### src/rtl/pc_seq_pkg.sv
// Shared definitions for the fetch-address sequencer: FSM state encoding
// and default widths used by the interface and the sequencer itself.
package pc_seq_pkg;

   // State encoding is visible on the State output, so the values are fixed.
   typedef enum logic [1:0] {
      ST_RUN    = 2'd0,
      ST_FLUSH  = 2'd1,
      ST_HALTED = 2'd2
   } seq_state_e;

   localparam int DEF_ADDR_W = 7;   // 128-word instruction space
   localparam int DEF_OFFS_W = 10;  // signed branch offset
   localparam int RC_W       = 8;   // redirect counter width
   localparam int FCNT_W     = 2;   // flush counter, holds 1..3

endpackage

### src/rtl/pc_sequencer_if.sv
// Control/status bundle between the decode/branch logic (master) and the
// fetch-address sequencer (slave).
//
// There is no valid/ready handshake on this bundle: every input is a
// per-cycle qualifier sampled on each rising clock edge, the sequencer
// never back-pressures, and every output is a register that is valid in
// every cycle once reset has been applied.
interface pc_sequencer_if
   import pc_seq_pkg::*;
#(
   parameter int ADDR_W = DEF_ADDR_W,
   parameter int OFFS_W = DEF_OFFS_W
);
   logic              Stall;
   logic              BranchTaken;
   logic [ADDR_W-1:0] BranchBase;
   logic [OFFS_W-1:0] BranchOffset;
   logic              Jump;
   logic [ADDR_W-1:0] JumpTarget;
   logic              Halt;
   logic              Resume;
   logic [ADDR_W-1:0] PCin;
   logic              Flush;
   logic              Halted;
   logic [1:0]        State;
   logic [RC_W-1:0]   RedirectCount;

   modport master (
      output Stall, BranchTaken, BranchBase, BranchOffset,
             Jump, JumpTarget, Halt, Resume,
      input  PCin, Flush, Halted, State, RedirectCount
   );

   modport slave (
      input  Stall, BranchTaken, BranchBase, BranchOffset,
             Jump, JumpTarget, Halt, Resume,
      output PCin, Flush, Halted, State, RedirectCount
   );
endinterface

### src/rtl/pc_target_calc.sv
// Combinational branch target: base + 1 + sign-extended offset, wrapped to
// the address width. Kept separate so the decoder can reuse it for link
// addresses.
module pc_target_calc #(
   parameter int ADDR_W = 7,
   parameter int OFFS_W = 10
) (
   input  logic [ADDR_W-1:0] base_i,
   input  logic [OFFS_W-1:0] offset_i,
   output logic [ADDR_W-1:0] target_o
);
   // Work in whichever width is larger so the sign extension is exact,
   // then keep only the low ADDR_W bits (modulo the address space).
   localparam int SUM_W = (ADDR_W > OFFS_W) ? ADDR_W : OFFS_W;

   logic [SUM_W-1:0] sum_w;

   // Target arithmetic; the offset is relative to the instruction after the branch.
   always_comb begin
      sum_w    = SUM_W'(base_i) + SUM_W'(1) + SUM_W'($signed(offset_i));
      target_o = ADDR_W'(sum_w);
   end
endmodule

### src/rtl/pc_sequencer.sv
// Fetch-address generator feeding the instruction memory's PC register.
// Sequential increment, stall hold, jump/branch redirect with a squash
// window covering the memory's read latency, and halt/resume.
module pc_sequencer
   import pc_seq_pkg::*;
#(
   parameter int ADDR_W       = DEF_ADDR_W,
   parameter int OFFS_W       = DEF_OFFS_W,
   parameter int RESET_PC     = 0,
   parameter int FLUSH_CYCLES = 1   // legal range 1..3
) (
   input  logic           Clock,
   input  logic           Reset,
   pc_sequencer_if.slave  bus
);

   seq_state_e        state_q;
   logic [ADDR_W-1:0] pc_q;
   logic              flush_q;
   logic              halted_q;
   logic [FCNT_W-1:0] fcnt_q;
   logic [RC_W-1:0]   rc_q;

   logic [ADDR_W-1:0] branch_target;
   logic [ADDR_W-1:0] pc_plus1_d;
   logic [RC_W-1:0]   rc_d;

   pc_target_calc #(
      .ADDR_W (ADDR_W),
      .OFFS_W (OFFS_W)
   ) u_target (
      .base_i   (bus.BranchBase),
      .offset_i (bus.BranchOffset),
      .target_o (branch_target)
   );

   // Sequential successor (wraps naturally) and saturating redirect count.
   always_comb begin
      pc_plus1_d = pc_q + ADDR_W'(1);
      rc_d       = (rc_q == {RC_W{1'b1}}) ? rc_q : rc_q + RC_W'(1);
   end

   // Sequencer FSM with the PC, flush counter and redirect counter.
   always_ff @(posedge Clock) begin
      if (Reset) begin
         state_q  <= ST_RUN;
         pc_q     <= ADDR_W'(RESET_PC);
         flush_q  <= 1'b0;
         halted_q <= 1'b0;
         fcnt_q   <= '0;
         rc_q     <= '0;
      end else begin
         case (state_q)
            ST_RUN: begin
               // Priority: Halt > Jump > BranchTaken > Stall > increment.
               if (bus.Halt) begin
                  state_q  <= ST_HALTED;
                  halted_q <= 1'b1;
               end else if (bus.Jump || bus.BranchTaken) begin
                  pc_q    <= bus.Jump ? bus.JumpTarget : branch_target;
                  flush_q <= 1'b1;
                  fcnt_q  <= FCNT_W'(FLUSH_CYCLES);
                  state_q <= ST_FLUSH;
                  rc_q    <= rc_d;
               end else if (!bus.Stall) begin
                  pc_q <= pc_plus1_d;
               end
            end
            ST_FLUSH: begin
               // Control inputs here come from squashed instructions; only
               // Stall is honoured.
               if (!bus.Stall) begin
                  pc_q   <= pc_plus1_d;
                  fcnt_q <= fcnt_q - FCNT_W'(1);
                  if (fcnt_q == FCNT_W'(1)) begin
                     flush_q <= 1'b0;
                     state_q <= ST_RUN;
                  end
               end
            end
            ST_HALTED: begin
               // Resume overrides a simultaneous Halt.
               if (bus.Resume) begin
                  pc_q     <= pc_plus1_d;
                  halted_q <= 1'b0;
                  state_q  <= ST_RUN;
               end
            end
            default: begin
               state_q  <= ST_RUN;
               flush_q  <= 1'b0;
               halted_q <= 1'b0;
            end
         endcase
      end
   end

   assign bus.PCin          = pc_q;
   assign bus.Flush         = flush_q;
   assign bus.Halted        = halted_q;
   assign bus.State         = state_q;
   assign bus.RedirectCount = rc_q;

endmodule

### src/flat_wrapper.sv
// flat-port wrapper written by rule: the top's interface ports become plain ports
module pc_sequencer_flat import pc_seq_pkg::*;
#(
   parameter int ADDR_W       = DEF_ADDR_W,
   parameter int OFFS_W       = DEF_OFFS_W,
   parameter int RESET_PC     = 0,
   parameter int FLUSH_CYCLES = 1                      
)
  (Clock, Reset, bus_Stall, bus_BranchTaken, bus_BranchBase, bus_BranchOffset, bus_Jump, bus_JumpTarget, bus_Halt, bus_Resume, bus_PCin, bus_Flush, bus_Halted, bus_State, bus_RedirectCount);
  pc_sequencer_if #(.ADDR_W(ADDR_W), .OFFS_W(OFFS_W)) bus_i ();
  input  logic Clock;
  input  logic Reset;
  input wire logic [$bits(bus_i.Stall)-1:0] bus_Stall;
  input wire logic [$bits(bus_i.BranchTaken)-1:0] bus_BranchTaken;
  input wire logic [$bits(bus_i.BranchBase)-1:0] bus_BranchBase;
  input wire logic [$bits(bus_i.BranchOffset)-1:0] bus_BranchOffset;
  input wire logic [$bits(bus_i.Jump)-1:0] bus_Jump;
  input wire logic [$bits(bus_i.JumpTarget)-1:0] bus_JumpTarget;
  input wire logic [$bits(bus_i.Halt)-1:0] bus_Halt;
  input wire logic [$bits(bus_i.Resume)-1:0] bus_Resume;
  output wire logic [$bits(bus_i.PCin)-1:0] bus_PCin;
  output wire logic [$bits(bus_i.Flush)-1:0] bus_Flush;
  output wire logic [$bits(bus_i.Halted)-1:0] bus_Halted;
  output wire logic [$bits(bus_i.State)-1:0] bus_State;
  output wire logic [$bits(bus_i.RedirectCount)-1:0] bus_RedirectCount;
  assign bus_i.Stall = bus_Stall;
  assign bus_i.BranchTaken = bus_BranchTaken;
  assign bus_i.BranchBase = bus_BranchBase;
  assign bus_i.BranchOffset = bus_BranchOffset;
  assign bus_i.Jump = bus_Jump;
  assign bus_i.JumpTarget = bus_JumpTarget;
  assign bus_i.Halt = bus_Halt;
  assign bus_i.Resume = bus_Resume;
  assign bus_PCin = bus_i.PCin;
  assign bus_Flush = bus_i.Flush;
  assign bus_Halted = bus_i.Halted;
  assign bus_State = bus_i.State;
  assign bus_RedirectCount = bus_i.RedirectCount;
  pc_sequencer #(.ADDR_W(ADDR_W), .OFFS_W(OFFS_W), .RESET_PC(RESET_PC), .FLUSH_CYCLES(FLUSH_CYCLES)) u_core (.Clock(Clock), .Reset(Reset), .bus(bus_i));
endmodule
### config.mk
export PLATFORM = sky130hd
export DESIGN_NAME = pc_sequencer_flat
export DESIGN_NICKNAME = d
export VERILOG_FILES = /design/src/rtl/pc_seq_pkg.sv /design/src/rtl/pc_sequencer_if.sv /design/src/rtl/pc_target_calc.sv /design/src/rtl/pc_sequencer.sv /design/src/flat_wrapper.sv
export SDC_FILE = /design/constraint.sdc
export NUM_CORES = 1
export LEC_CHECK = 0
export CORE_ASPECT_RATIO = 1.75
export CORE_MARGIN = 3
export CORE_UTILIZATION = 49
export DETAILED_ROUTE_END_ITERATION = 8
export HOLD_SLACK_MARGIN = 0.15
export PLACE_DENSITY = 0.8
export SLEW_MARGIN = 15
export SYNTH_ARGS = -nofsm -noshare
export SYNTH_HDL_FRONTEND = slang
export SYNTH_SLANG_ARGS = --single-unit
### constraint.sdc
create_clock -name Clock -period 2.2 [get_ports Clock]
set_clock_uncertainty 0.15 [all_clocks]
set_input_delay 0.44 -clock Clock [delete_from_list [all_inputs] [get_ports Clock]]
set_output_delay 0.44 -clock Clock [all_outputs]
set_load 0.05 [all_outputs]
==> results of run 1 <==
## power by group through the flow
stage                     combinational [W]  sequential [W]  clock, W
after floorplan                    0.000536        0.000681         0
final                              0.000987        0.000528  0.000263
after global placement             0.000962        0.000532         0
after CTS                          0.000983        0.000526  0.000267
after detailed placement           0.000973        0.000536         0
after global routing                0.00108        0.000541  0.000279
## registers in the layout (all words and copies together) (netlist names)
| register | count |
|---|---|
| u_core.bus.RedirectCount | 8 |
| u_core.bus.PCin | 7 |
| u_core.bus.Flush | 1 |
| u_core.bus.Halted | 1 |
| u_core.fcnt_q | 2 |
| u_core.bus.State | 2 |
## stage by stage
| step | cells | TNS (ns) | utilization (%) |
|---|---|---|---|
| 3_5_place_dp | 337 | -1.732 | 67.34 |
| 6_report | 341 | 0 | 69.17 |
| 4_1_cts | 341 | 0 | 68.90 |
| 2_1_floorplan | 230 | 0 | - |
| 5_1_grt | 341 | -0.002959 | 69.17 |
| 3_3_place_gp | 337 | -1.435 | 67.34 |
## kinds of logic after synthesis
group | count (synthesis) | synth area share [%]
XOR/XNOR | 11 | 5.053
AND/OR/NAND/NOR | 76 | 20.80
buffers and inverters | 25 | 8.530
AO/OA/AOI/OAI | 75 | 29.73
adder cells (fa/ha/maj) | 14 | 9.580
flip-flops | 21 | 22.05
multiplexers | 8 | 4.265
## worst max path at each step
stage / from / endpoint / cells past startpoint
2_1_floorplan: u_core.bus.PCin[0]$_SDFFE_PP0P_ / u_core.bus.PCin[6]$_SDFFE_PP0P_ / 6
3_3_place_gp: bus_BranchOffset[0] / u_core.bus.PCin[4]$_SDFFE_PP0P_ / 10
3_5_place_dp: bus_BranchOffset[0] / u_core.bus.PCin[6]$_SDFFE_PP0P_ / 11
4_1_cts: bus_BranchOffset[1] / u_core.bus.PCin[5]$_SDFFE_PP0P_ / 7
5_1_grt: bus_BranchOffset[3] / u_core.bus.PCin[5]$_SDFFE_PP0P_ / 8
6_report: u_core.bus.RedirectCount[3]$_SDFFE_PP0P_ / bus_RedirectCount[3] / 1
## cell usage after synthesis (3+ instances only)
cell type and number:
xnor2_1 8, a211oi_1 3, ha_1 13, xor2_1 3, clkbuf_8 4, nand2b_1 5, o22ai_1 3, nor3_1 6
a311oi_1 3, a21oi_1 22, o21ai_1 4, o21ai_0 9, nor2b_1 7, nor2_1 20, dfxtp_1 21, nand2_1 13
inv_1 14, mux2i_1 7, nand3_1 8, o211ai_1 3
## what timing repair did
item                                    4_1_cts  5_1_grt
pin swaps                                     5        0
resized for setup                             9        2
endpoints found under the hold margin         0        0
endpoints found under the setup margin        4        1
## cell type report
class                   count  area [sq um]  share of cell area (%)
inverters                  14         52.55                   2.053
well taps                  46         57.56                   2.248
multi-input cells         184          1348                   52.64
clock inverters             1         5.005                  0.1955
flip-flops and latches     21         422.9                   16.52
repair buffers             72         633.1                   24.73
clock buffers               3         41.29                   1.613
## per-layer routing
metal  share of wire, %  global-route usage (%)
met1                 37                   22.00
met2                 54                   44.91
met3                4.2                   2.530
met4                4.2                   14.88
met5                  0                       0
==> flow_summary.json, run 1 <==
{
  "status": "complete, no violations",
  "crit_type": "flop to output port",
  "drive_gt1_share_pct": 20.68,
  "r2r_end": "u_core.bus.PCin[2]$_SDFFE_PP0P_",
  "power_w": 0.001777,
  "cap_violations": 0,
  "grt_pass1_vias": 1945,
  "crit_buf_inv": 1,
  "clkTransAtPathRegs_ns": 0.08,
  "sequentialPowerShare_pct": 29.7,
  "period_needed_ns": 2.124,
  "post_dp_cell_area_sq_um": 2492,
  "cts_root_buffer": "clkbuf_8",
  "port_buffers": 46,
  "cts_setup_buffers": 0,
  "route.detailed.drc": 0,
  "final_nets": 341,
  "hold_depth": 2,
  "vias": 1913,
  "yosysUniqueCellTypes": 64,
  "ir_worst_vdd_uv": 429.7,
  "core_sq_um": 3701,
  "synth_top_area_share_pct": 22.05,
  "synthArstFlopShare_pct": 0,
  "p_clk_share_pct": 14.8,
  "cp_slowest_cell": "clkdlybuf4s50_1",
  "cp_max_fo": 7,
  "dr.pass1.iters": 4,
  "synthesis.area_sq_um": 1907,
  "insertedDiodeCount": 0,
  "layout_setup_ws_ns": 0.07572,
  "yosys_most_used_dff": "dfxtp_1",
  "start_util_pct": 51.52,
  "wl_mm": 5.063,
  "regToRegStartpoint": "u_core.bus.State[0]$_SDFFE_PP0P_",
  "clkSinkCount": 21,
  "power.internal_w": 0.0009951,
  "place_congestion": 0.8921,
  "final_area_sq_um": 2560,
  "synth-edff-count": 0,
  "hold_violations": 0,
  "h-tree-depth": 1,
  "swShare_pct": 44.01,
  "die_h_um": 88.53,
  "crit_arrival_ns": 1.53,
  "dieWidth_um": 53.16,
  "drt_iter0_drc": 35,
  "worst-r2r-setup-slack_ns": 0.20,
  "dp_slack_ns": -0.4140,
  "clock.fmax_ghz": 0.4707,
  "period_share_pct": 96.56,
  "layout_commonest_cell": "clkdlybuf4s50_1",
  "powerDensity_nw_per_um2": 694.3,
  "num-fill-cells": 307,
  "hold_end": "u_core.bus.Flush$_SDFFE_PP0P_",
  "syn-num-nets": 275,
  "min_from": "u_core.bus.Flush$_SDFFE_PP0P_",
  "vias_per_cell": 5.610,
  "finalSetupViolCount": 0,
  "reg2reg_depth": 7,
  "yosysWarnings": 0,
  "hold_path.class": "flop to flop",
  "synthCells": 230,
  "synth_area_per_cell_sq_um": 8.291,
  "worst_setup_path_start_kind": "flop",
  "yosys.area.top_type": "dfxtp_1",
  "fin_hold_ws_ns": 0.3071,
  "die_area_sq_um": 4706,
  "overflow": 0,
  "antenna_left": 0,
  "rows": 29,
  "grt_pass1_wl_mm": 8.328,
  "final_cell_mix": "36 x clkdlybuf4s50_1, 34 x buf_4, 21 x a21oi_1",
  "antenna_found_initial": 0,
  "p_leak_nw": 1.015,
  "hold_buffers": 0,
  "grt_use_total_pct": 23.28,
  "areaGrowthSynthToFinish_pct": 34.25,
  "post-dp-hpwl_mm": 4.025,
  "power_frac_comb_pct": 55.5,
  "relSlewSlack_pct": 66.64,
  "grt_max_degree": 20,
  "ys_seq_area_share_pct": 22.05,
  "tightest_slew_ns": 0.4989,
  "slew_violations": 0,
  "synth.top_cells.by_area": "dfxtp_1 22%, ha_1 8.5%, a21oi_1 5.8%",
  "p_sw_w": 0.0007823,
  "slowest_delay_ns": 0.84,
  "synth.ff_latch_count": 21,
  "cts_buffers": 3,
  "cts_tree": "built",
  "clock_latency_ns": 0.27,
  "cp_cell_sequence": "clkdlybuf4s50_1",
  "required_ns": 1.61,
  "ios": 50,
  "routedWlPerCell_um": 14.85,
  "crit_path_end_kind": "output port",
  "clock_path_buffers": 2,
  "critPathTopFamily": "buffers and inverters"
}
Note: power is estimated with default switching activity, not from simulation.
==> run 2: changes to the inputs <==
- CORE_MARGIN: 3 -> 2
==> run 2 against run 1 <==
Final area increased by 0.34%. Combinational power decreased by 0.6%. Utilization decreased by 1.4 points. Sequential power about the same. Largest cell class unchanged.
==> flow_summary.json, run 2 (same netlist as run 1, synthesis figures left out) <==
{
  "status": "complete, no violations",
  "power.internal_w": 0.0009921,
  "sequentialPowerShare_pct": 29.8,
  "dieWidth_um": 51.16,
  "slowest_delay_ns": 0.84,
  "crit_path_end_kind": "output port",
  "start_util_pct": 50.30,
  "regToRegStartpoint": "u_core.bus.State[0]$_SDFFE_PP0P_",
  "cts_setup_buffers": 0,
  "num-fill-cells": 324,
  "routedWlPerCell_um": 14.59,
  "cts_tree": "built",
  "clock_latency_ns": 0.27,
  "die_area_sq_um": 4426,
  "route.detailed.drc": 0,
  "dr.pass1.iters": 5,
  "clock.fmax_ghz": 0.4688,
  "slew_violations": 0,
  "p_sw_w": 0.0007806,
  "rows": 30,
  "post_dp_cell_area_sq_um": 2512,
  "crit_type": "flop to output port",
  "tightest_slew_ns": 0.5338,
  "period_share_pct": 96.96,
  "clkTransAtPathRegs_ns": 0.08,
  "rsz0062_at_grt": "false",
  "antenna_left": 0,
  "critPathTopFamily": "buffers and inverters",
  "grt_max_degree": 16,
  "layout_setup_ws_ns": 0.06697,
  "place_congestion": 0.8627,
  "min_from": "u_core.bus.Flush$_SDFFE_PP0P_",
  "clock_path_buffers": 2,
  "power_frac_comb_pct": 55.4,
  "dp_slack_ns": -0.3959,
  "grt_pass1_wl_mm": 8.631,
  "core_sq_um": 3791,
  "cts_root_buffer": "clkbuf_8",
  "final_cell_mix": "36 x clkdlybuf4s50_1, 35 x buf_4, 22 x a21oi_1",
  "clkSinkCount": 21,
  "grt_use_total_pct": 24.81,
  "cp_max_fo": 7,
  "startpoint": "u_core.bus.RedirectCount[3]$_SDFFE_PP0P_",
  "crit_buf_inv": 1,
  "post-place-cells": 341,
  "overflow": 0,
  "drt_iter0_drc": 62,
  "required_ns": 1.61,
  "port_buffers": 46,
  "p_clk_share_pct": 14.9,
  "hold_violations": 0,
  "ir_worst_vdd_uv": 551.0,
  "relSlewSlack_pct": 64.41,
  "cp_slowest_cell": "clkdlybuf4s50_1",
  "hold_end": "u_core.bus.Flush$_SDFFE_PP0P_",
  "power_w": 0.001773,
  "final_nets": 343,
  "post-dp-hpwl_mm": 3.896,
  "vias": 1958,
  "layout_commonest_cell": "clkdlybuf4s50_1",
  "h-tree-depth": 1,
  "final_area_sq_um": 2569,
  "crit_arrival_ns": 1.54,
  "ios": 50,
  "vias_per_cell": 5.675,
  "cp_cell_sequence": "clkdlybuf4s50_1",
  "r2r_end": "u_core.bus.PCin[2]$_SDFFE_PP0P_",
  "hold_path.class": "flop to flop",
  "p_leak_nw": 1.033,
  "setup_tns_ns": 0,
  "grt_pass1_vias": 2010,
  "finalSetupViolCount": 0,
  "reg2reg_depth": 7,
  "cap_violations": 0,
  "period_needed_ns": 2.133,
  "powerDensity_nw_per_um2": 690.1,
  "hold_depth": 2,
  "areaGrowthSynthToFinish_pct": 34.71,
  "cts_buffers": 3,
  "drive_gt1_share_pct": 20.20,
  "insertedDiodeCount": 0,
  "largest_reg_flops": 8,
  "swShare_pct": 44.04,
  "wl_mm": 5.033,
  "worst_setup_path_start_kind": "flop",
  "die_h_um": 86.53,
  "fin_cells": 345,
  "antenna_found_initial": 0,
  "worst-r2r-setup-slack_ns": 0.22
}
==> run 2: cell count changes in the layout (fill, tap and decap cells not counted), sizes merged <==
cell and change:
buf +1, dlymetal6s2s +1
==> run 2: worst max path at each step <==
stage,depth (start not counted),to,slack (ns)
after global routing,8,u_core.bus.PCin[5]$_SDFFE_PP0P_,0.007
after floorplan,6,u_core.bus.PCin[6]$_SDFFE_PP0P_,0.14
after detailed placement,10,u_core.bus.PCin[4]$_SDFFE_PP0P_,-0.40
after CTS,1,bus_PCin[4],0.04
final,1,bus_RedirectCount[3],0.07
after global placement,10,u_core.bus.PCin[4]$_SDFFE_PP0P_,-0.35
==> run 2: power groups by stage <==
stage | Sequential [W] | Clock [W] | Combinational (W)
after global routing | 0.000541 | 0.000289 | 0.00106
after CTS | 0.000526 | 0.000270 | 0.000981
after floorplan | 0.000681 | 0 | 0.000536
after global placement | 0.000531 | 0 | 0.000964
after detailed placement | 0.000534 | 0 | 0.000973
final | 0.000528 | 0.000263 | 0.000981
==> run 2: per-stage QoR <==
stage	hold WS [ns]	utilization, %
after floorplan	0.3038	-
after global placement	0.3030	66.27
after detailed placement	0.3137	66.27
after CTS	0.3313	67.69
after global routing	0.3534	67.76
final	0.3268	67.76
==> run 2: final cells by class <==
type / count / area [sq um] / area share [%]
clock buffer: 3 / 41.29 / 1.607
clock inverter: 1 / 5.005 / 0.1948
sequential: 21 / 422.9 / 16.46
multi-input combinational: 184 / 1334 / 51.92
timing repair buffer: 74 / 653.1 / 25.43
tap: 48 / 60.06 / 2.338
inverter: 14 / 52.55 / 2.046
==> run 2: per-layer routing <==
metal | global-route usage [%] | part of all wire [%] | wire, um | vias up
li1 | - | - | - | 978
met4 | 14.99 | 4.1 | 204 | 0
met5 | 0 | 0 | 0 | -
met2 | 46.16 | 54 | 2711 | 51
met3 | 2.241 | 3.2 | 162 | 18
met1 | 25.81 | 39 | 1954 | 911
==> run 2: timing repair <==
action / in CTS / in global routing
pin swaps: 6 / 0
hold buffers: 0 / 0
endpoints found under the setup margin: 4 / 1
gates resized for setup: 7 / 1
hold endpoints to repair: 0 / 0
==> run 2: worst reg2reg max path: stages (launching register included) <==
cell and delay [ns]:
dfxtp_2 0.38, inv_1 0.08, ha_1 0.29, nor2b_4 0.18, a211o_4 0.29, and3_1 0.18
a41oi_1 0.21, o41ai_2 0.10
==> run 3: changes to the inputs <==
- CORE_UTILIZATION: 49 -> 50
- DONT_BUFFER_PORTS: unset -> 1
- PLACE_DENSITY: 0.8 -> unset
==> run 3 against run 2 <==
Combinational power is 14% lower. Highest routed layer unchanged. Largest cell class unchanged. Die area down 1.9%. Critical path type is now flop to flop. Routed wire length rose by 0.36%.
==> flow_summary.json, run 3 (same netlist as run 1, synthesis figures left out) <==
{
  "crit_buf_inv": 1,
  "vias_per_cell": 6.141,
  "cp_max_fo": 10,
  "cts_resized": 0,
  "dieWidth_um": 50.68,
  "dr.pass1.iters": 4,
  "drive_gt1_share_pct": 16.80,
  "cts_tree": "built",
  "final_cell_mix": "22 x a21oi_1, 20 x nor2_1, 20 x buf_4",
  "grt_pass1_wl_mm": 8.376,
  "final_nets": 290,
  "grt_use_total_pct": 24.55,
  "clkSinkCount": 21,
  "finalSetupViolCount": 0,
  "wl_mm": 5.051,
  "route.detailed.drc": 0,
  "cts_buffers": 3,
  "cap_violations": 0,
  "setup_tns_ns": 0,
  "crit_path_end_kind": "flop",
  "h-tree-depth": 1,
  "drt-met1-wl_mm": 1.899,
  "overflow": 0,
  "hold_violations": 0,
  "ir_worst_vdd_uv": 835.6,
  "worst_setup_path_start_kind": "flop",
  "status": "complete, no violations",
  "start_util_pct": 52.55,
  "num-fill-cells": 360,
  "cp_cell_sequence": "buf_4 > ha_1 > nand2_2 > o21a_2 > o21ai_1 > nor2b_1 > a311oi_1",
  "grt_max_degree": 18,
  "clock.fmax_ghz": 0.4873,
  "clock_path_buffers": 2,
  "wl_met3_um": 276,
  "clkTransAtPathRegs_ns": 0.08,
  "die_area_sq_um": 4343,
  "postLayoutCoreUtil_pct": 56.86,
  "period_share_pct": 93.29,
  "tightest_slew_ns": 0.7166,
  "core_sq_um": 3628,
  "layout_setup_ws_ns": 0.1477,
  "crit_type": "flop to flop",
  "critPathTopFamily": "compound AO/OA/AOI/OAI gates",
  "hold_path.class": "primary input to flop",
  "port_buffers": 0,
  "rows": 29,
  "powerDensity_nw_per_um2": 795.7,
  "place_congestion": 0.9187,
  "highest_layer": "met4",
  "antenna_found_initial": 0,
  "post-dp-hpwl_mm": 3.982,
  "p_leak_nw": 0.8046,
  "cts_root_buffer": "clkbuf_8",
  "multi_input_area_sq_um": 1324,
  "antenna_left": 0,
  "crit_arrival_ns": 2.07,
  "cp_slowest_cell": "ha_1",
  "slowest_delay_ns": 0.37,
  "ff_latch_area_sq_um": 422.9,
  "ios": 50,
  "relSlewSlack_pct": 52.07,
  "required_ns": 2.22,
  "areaGrowthSynthToFinish_pct": 8.202,
  "insertedDiodeCount": 0,
  "grt_pass1_vias": 1780,
  "dp_slack_ns": -0.03861,
  "routedWlPerCell_um": 17.42,
  "die_h_um": 85.70,
  "slew_violations": 0,
  "clock_latency_ns": 0.26,
  "layout_commonest_cell": "a21oi_1",
  "largest_reg_flops": 8,
  "rsz0062_at_grt": "false",
  "dr_wl_met2_mm": 2.721,
  "vias": 1781,
  "period_needed_ns": 2.052,
  "drt_iter0_drc": 42
}
[run 3: worst reg2reg max path: cells and delay by family (launching register included)]
kind / cells / cell delay, ns
AOI/OAI and AO/OA: 3 / 0.54
adders and majority gates: 1 / 0.37
buffers and inverters: 1 / 0.19
DFF: 1 / 0.33
and+or+nand+nor: 2 / 0.37
[run 3: layout make-up]
cell class / count / area share (%)
clock buffers: 3 / 2.001
flip-flops and latches: 21 / 20.50
clock inverters: 1 / 0.2426
repair buffers: 21 / 7.762
inverters: 14 / 2.547
well taps: 46 / 2.790
multi-input cells: 184 / 64.16
[run 3: repair_timing]
| action | 4_1_cts | 5_1_grt |
|---|---|---|
| hold endpoints to repair | 17 | 0 |
| buffers inserted | 0 | 0 |
| hold buffers | 1 | 0 |
[run 3: path summary, 6_finish.rpt]
path                                         start                         endpoint  slack, ns  cells past startpoint
setup reg to reg  u_core.bus.State[0]$_SDFFE_PP0P_    u_core.fcnt_q[0]$_SDFFE_PP0P_       0.15                      7
setup / recovery  u_core.bus.State[0]$_SDFFE_PP0P_    u_core.fcnt_q[0]$_SDFFE_PP0P_       0.15                      7
hold reg to reg      u_core.fcnt_q[0]$_SDFFE_PP0P_    u_core.fcnt_q[0]$_SDFFE_PP0P_       0.35                      1
hold / removal                               Reset  u_core.bus.PCin[5]$_SDFFE_PP0P_       0.21                      3
[run 3: per-layer routing]
layer  GRT usage, %  vias up
li1               -      873
met1          26.19      834
met2          45.33       61
met3          4.355       13
met4          11.30        0
met5              0        -
[run 3: power by group]
group          internal (W)  switching, W
Combinational      0.000327      0.000519
Clock              0.000126      0.000129
Sequential         0.000440      0.000101
Total              0.000893      0.000749
[run 3: per-stage QoR]
stage / hold WS (ns) / cell area (sq um) / power [W] / cells
finish: 0.2116 / 2063 / 0.001642 / 290
global route: 0.2246 / 2063 / 0.001754 / 290
CTS: 0.2052 / 2063 / 0.001650 / 290
detailed placement: 0.3347 / 2007 / 0.001384 / 285
global placement: 0.3142 / 2007 / 0.001360 / 285
floorplan: 0.3038 / 1909 / 0.001217 / 230
